--- src/rtl/cntr_sweep_ctrl.sv ---
// cntr_sweep_ctrl: command-driven ping-pong sweep sequencer for an up/down count.
// A host hands over bounds, start direction and pass count through a valid/ready
// handshake; the block walks q between the bounds, optionally dwelling at each
// turning point, and pulses done when the last pass ends or the sweep is aborted.
module cntr_sweep_ctrl #(
    parameter int WIDTH = 4,
    parameter int DWELL = 0
) (
    input  logic             clk,
    input  logic             reset,
    input  logic             cmd_valid,
    output logic             cmd_ready,
    input  logic [WIDTH-1:0] cmd_lo,
    input  logic [WIDTH-1:0] cmd_hi,
    input  logic [7:0]       cmd_passes,
    input  logic             cmd_up_first,
    input  logic             stop,
    output logic [WIDTH-1:0] q,
    output logic             ud,
    output logic             busy,
    output logic             done,
    output logic             err
);

    typedef enum logic [1:0] {
        IDLE  = 2'd0,
        SWEEP = 2'd1,
        DWELL_ST = 2'd2,
        DONE  = 2'd3
    } state_t;

    // The dwell counter is loaded with DWELL-1 so that the DWELL state lasts exactly DWELL cycles.
    localparam logic [7:0] DWELL_LOAD = (DWELL > 0) ? 8'(DWELL - 1) : 8'd0;

    state_t           state, state_n;
    logic [WIDTH-1:0] q_n;
    logic             ud_n;
    logic [WIDTH-1:0] lo_r, lo_n;
    logic [WIDTH-1:0] hi_r, hi_n;
    logic [7:0]       pass_cnt, pass_n;
    logic [7:0]       dwell_cnt, dwell_n;
    logic             err_n;
    logic [WIDTH-1:0] end_val;

    // State and datapath registers; reset is synchronous and clears everything, no done pulse.
    always_ff @(posedge clk) begin
        if (!reset) begin
            state     <= IDLE;
            q         <= '0;
            ud        <= 1'b0;
            lo_r      <= '0;
            hi_r      <= '0;
            pass_cnt  <= 8'd0;
            dwell_cnt <= 8'd0;
            err       <= 1'b0;
        end else begin
            state     <= state_n;
            q         <= q_n;
            ud        <= ud_n;
            lo_r      <= lo_n;
            hi_r      <= hi_n;
            pass_cnt  <= pass_n;
            dwell_cnt <= dwell_n;
            err       <= err_n;
        end
    end

    // Next-state logic: command acceptance, stepping, turning, dwelling and abort.
    always_comb begin
        state_n   = state;
        q_n       = q;
        ud_n      = ud;
        lo_n      = lo_r;
        hi_n      = hi_r;
        pass_n    = pass_cnt;
        dwell_n   = dwell_cnt;
        err_n     = 1'b0;
        end_val   = ud ? lo_r : hi_r;
        cmd_ready = (state == IDLE);
        busy      = (state != IDLE);
        done      = (state == DONE);

        unique case (state)
            IDLE: begin
                if (cmd_valid) begin
                    if ((cmd_lo > cmd_hi) || (cmd_passes == 8'd0)) begin
                        err_n = 1'b1;
                    end else begin
                        lo_n    = cmd_lo;
                        hi_n    = cmd_hi;
                        pass_n  = cmd_passes;
                        q_n     = cmd_up_first ? cmd_lo : cmd_hi;
                        ud_n    = !cmd_up_first;
                        state_n = SWEEP;
                    end
                end
            end
            SWEEP: begin
                if (stop) begin
                    pass_n  = 8'd0;
                    state_n = DONE;
                end else if (q != end_val) begin
                    q_n = ud ? (q - WIDTH'(1)) : (q + WIDTH'(1));
                end else if (pass_cnt == 8'd1) begin
                    pass_n  = 8'd0;
                    state_n = DONE;
                end else begin
                    pass_n = pass_cnt - 8'd1;
                    ud_n   = !ud;
                    if (DWELL > 0) begin
                        dwell_n = DWELL_LOAD;
                        state_n = DWELL_ST;
                    end
                end
            end
            DWELL_ST: begin
                if (stop) begin
                    pass_n  = 8'd0;
                    dwell_n = 8'd0;
                    state_n = DONE;
                end else if (dwell_cnt == 8'd0) begin
                    state_n = SWEEP;
                end else begin
                    dwell_n = dwell_cnt - 8'd1;
                end
            end
            DONE: begin
                state_n = IDLE;
            end
            default: begin
                state_n = IDLE;
            end
        endcase
    end

endmodule

--- config.mk ---
export PLATFORM = sky130hd
export DESIGN_NAME = cntr_sweep_ctrl
export DESIGN_NICKNAME = d
export VERILOG_FILES = /design/src/rtl/cntr_sweep_ctrl.sv
export SDC_FILE = /design/constraint.sdc
export NUM_CORES = 1
export LEC_CHECK = 0
export CAP_MARGIN = 25
export CORE_ASPECT_RATIO = 1.75
export CORE_UTILIZATION = 30
export CTS_BUF_LIST = sky130_fd_sc_hd__clkbuf_2
export CTS_CLUSTER_SIZE = 12
export DETAILED_ROUTE_END_ITERATION = 7
export GPL_TIMING_DRIVEN = 1
export PLACE_DENSITY = 0.53
export RECOVER_POWER = 25
export SLEW_MARGIN = 10
export SYNTH_ARGS = -nofsm -noshare
export SYNTH_HDL_FRONTEND = slang
export SYNTH_SLANG_ARGS = --single-unit
--- constraint.sdc ---
create_clock -name clk -period 2.1 [get_ports clk]
set_input_delay 0.42 -clock clk [delete_from_list [all_inputs] [get_ports clk]]
set_output_delay 0.42 -clock clk [all_outputs]
set_load 0.1 [all_outputs]
==> impl_results.md <==
- Multi-input gate area: 1612 um^2
- Area grow syn2layout: 44.06%
- # hold bufs at CTS: 0
- Top cells by area, synth: dfxtp_1 (28%), mux2i_1 (8.3%), ha_1 (8.2%)
- Tot GR Track Use: 0.1656
- Setup TNS: 0 ns
- Dominant cell type by area after synthesis: dfxtp_1
- Setup CP Type: reg2reg
- Diodes inserted: 0
- Synth cell count leaders: dfxtp_1 (32), nand2_1 (25), inv_1 (22)
- CTS clock-pin slew for the worst setup and hold paths: 0.18 ns
- Max VDD drop: between 0.0009 and 0.001 V
- Min-Delay Path Class: in2reg
- Post-synthesis compound-gate area fraction: 0.2069
- Cell Area, Synth: 2286 um^2
- Max Root-Sink Buffers: 2
- Netlist cell types: 52
- Simple-gate share of the synthesized area: 0.2332
- Starting Density: 0.3138
- # IOs: 30
- Drt pass-1 iters: 4
- RSZ-0062 raised after global routing: true
- FILL cells: 762
- Ys flop type: dfxtp_1
- Post-DP HPWL: around 4.6 mm
- Yosys reg bits: 32
- Routability cong.: ~0.84
- Fmax: 490.5 MHz
- Hold_ws: around 0.47 ns
- Largest net degree at the start of global routing: 47
- Top-count cell post-synth: dfxtp_1
- Hold Vio Cnt, Final: 0
- CTS tree: built
- Die footprint: 7987 um^2
- Initial antenna violation count: 0
- Async S/R FF share, synth: 0
- CP startpoint kind: flop
- Post-synthesis mux area share: 0.09305
- CTS buffer count: 5
- EDFF count, synth: 0
- CP Max Fanout: 7
- Std cell rows: 41
- Finished Core Util: 0.4521
- Max Slew Vio Count: 0
- GR Overflow Total: 0
- Largest family of logic cells by synthesized area: simple AND/OR/NAND/NOR gates
- Cell count after synthesis: between 200 and 300
- Drt total wl: 6.122 mm
- Mapped Nets: 310
- Vias in the first global route: 2242
- Placed cell area: 3097 um^2
- Design area: 3293 um^2
- Synth Area in XOR/XNOR: 0.03065
- Post-DR wirelength/cell: 13.67 um
- Leak: 1.469 nW
- Max cap viols: 0
- Seq/Total Area, Yosys: 0.2802
- CP arrival: 2.32 ns
- Worst EP required: between 2 and 2.5 ns
- Worst-Margin Slew: 0.5433 ns
- Drt initial violations: 135
- Final Critical Period: 2.039 ns
- Crit path capture type: flop
- Die Wd: 67.99 um
- Count of final setup violators: 0
- Die H: between 100 and 150 um
- Syn_area_per_cell: 8.373 um^2
- Final period util: 0.9708
- Setup Skew: 0.02440 ns
- Port bufs: 29
- Clock net sink count: 32
- # DRC: 0
- Synth Area in Adders: 0.09086
- Global-route wire length before repair: 10.03 mm
- Synth warn: 0
- Core area: 7284 um^2
- H-tree Lvls: 2
- Status: finished, final reports clean
- Flip-flop and latch area: about 650 um^2
- Power per Cell Area: between 1000 and 1500 nW/um^2
- Clock latency at the later pin of the worst-skew pair: 0.40 ns
- NumNets Final: about 400
- Layout cell share with drive strength beyond 1: 0.3204
- Top cell type's share of synthesized area: 0.2802
- Via density: 4.906
- DR vias: 2198
- Antenna Nets Post-Route: 0
- Worst rel slew slack: 0.6393
- CTS root buffer: clkbuf_2
## what timing repair did
action | in CTS | in global routing
endpoints found under the hold margin | 0 | 0
endpoints found under the setup margin | 9 | 24
resized for setup | 7 | 18
pin swaps | 4 | 9
setup buffers | 1 | 7
## worst max-delay path: stages (launching register included)
cell     delay [ns]
dfxtp_4        0.47
mux2i_4        0.28
xnor2_2        0.12
o41a_1         0.53
o21ai_2        0.21
mux2_4         0.31
## sequential cells by signal, summed over array words and instances (netlist names)
register / cells
dwell_cnt: 8
hi_r: 4
lo_r: 4
q: 4
ud: 1
err: 1
pass_cnt: 8
state: 2
## final timing paths
path,from,end,slack (ns),depth (start not counted)
max,ud,q[3],0.06,5
min,cmd_hi[1],hi_r[1],0.47,3
max reg2reg,ud,q[3],0.06,5
min reg2reg,dwell_cnt[4],dwell_cnt[4],0.49,2
## power by group
part	switching (W)	total [W]	internal (W)
Clock	0.000217	0.000306	0.0000890
Combinational	0.00165	0.00298	0.00133
Sequential	0.000168	0.000942	0.000773
## cell type report
class	count	area share
sequential	32	0.1972
tap	86	0.03267
clock buffer	7	0.01064
inverter	22	0.02508
multi-input combinational	206	0.4894
timing repair buffer	94	0.2439
clock inverter	1	0.001140
## cell usage in the layout (no fill, tap or decap), types with 3 or more instances in the layout
cell,count
nor2b_1,17
o21ai_2,3
clkbuf_2,12
o22ai_1,6
ha_1,12
or2_2,3
dfxtp_2,4
inv_1,21
dfxtp_1,27
o211ai_1,6
o21ai_0,13
a21boi_0,3
mux2i_1,17
nand2_1,25
nand2b_1,4
nor4_1,3
buf_4,64
o21a_1,3
clkdlybuf4s50_1,18
buf_12,5
or4_1,3
nor3_2,3
or3_1,4
nor2_1,17
xnor2_1,7
nor3_1,4
and2_1,3
## stage by stage
stage          power [W]  worst slack [ns]  cells
3_5_place_dp    0.003770           -0.4764    432
5_1_grt         0.004556          -0.05127    448
3_3_place_gp    0.003765           -0.4613    432
2_1_floorplan   0.002771           -0.1650    273
4_1_cts         0.004115          -0.01038    441
6_report        0.004224           0.06129    448
## routing by layer
metal  up-vias  routed length (um)  global-route usage
met5         -                   0                   0
met4         0                 154             0.07813
met3        10                 159             0.02907
met2        31                3255              0.2886
met1      1007                2553              0.1834
li1       1150                   -                   -
## cell families (layout without fill, tap and decap cells)
group                    Yosys count  after routing
AND/OR/NAND/NOR                  100            100
buffers and inverters             35            124
XOR/XNOR                           8              8
multiplexers                      21             21
AO/OA/AOI/OAI                     61             61
flip-flops                        32             32
adder cells (fa/ha/maj)           16             16
Note: power is estimated with default switching activity, not from simulation.
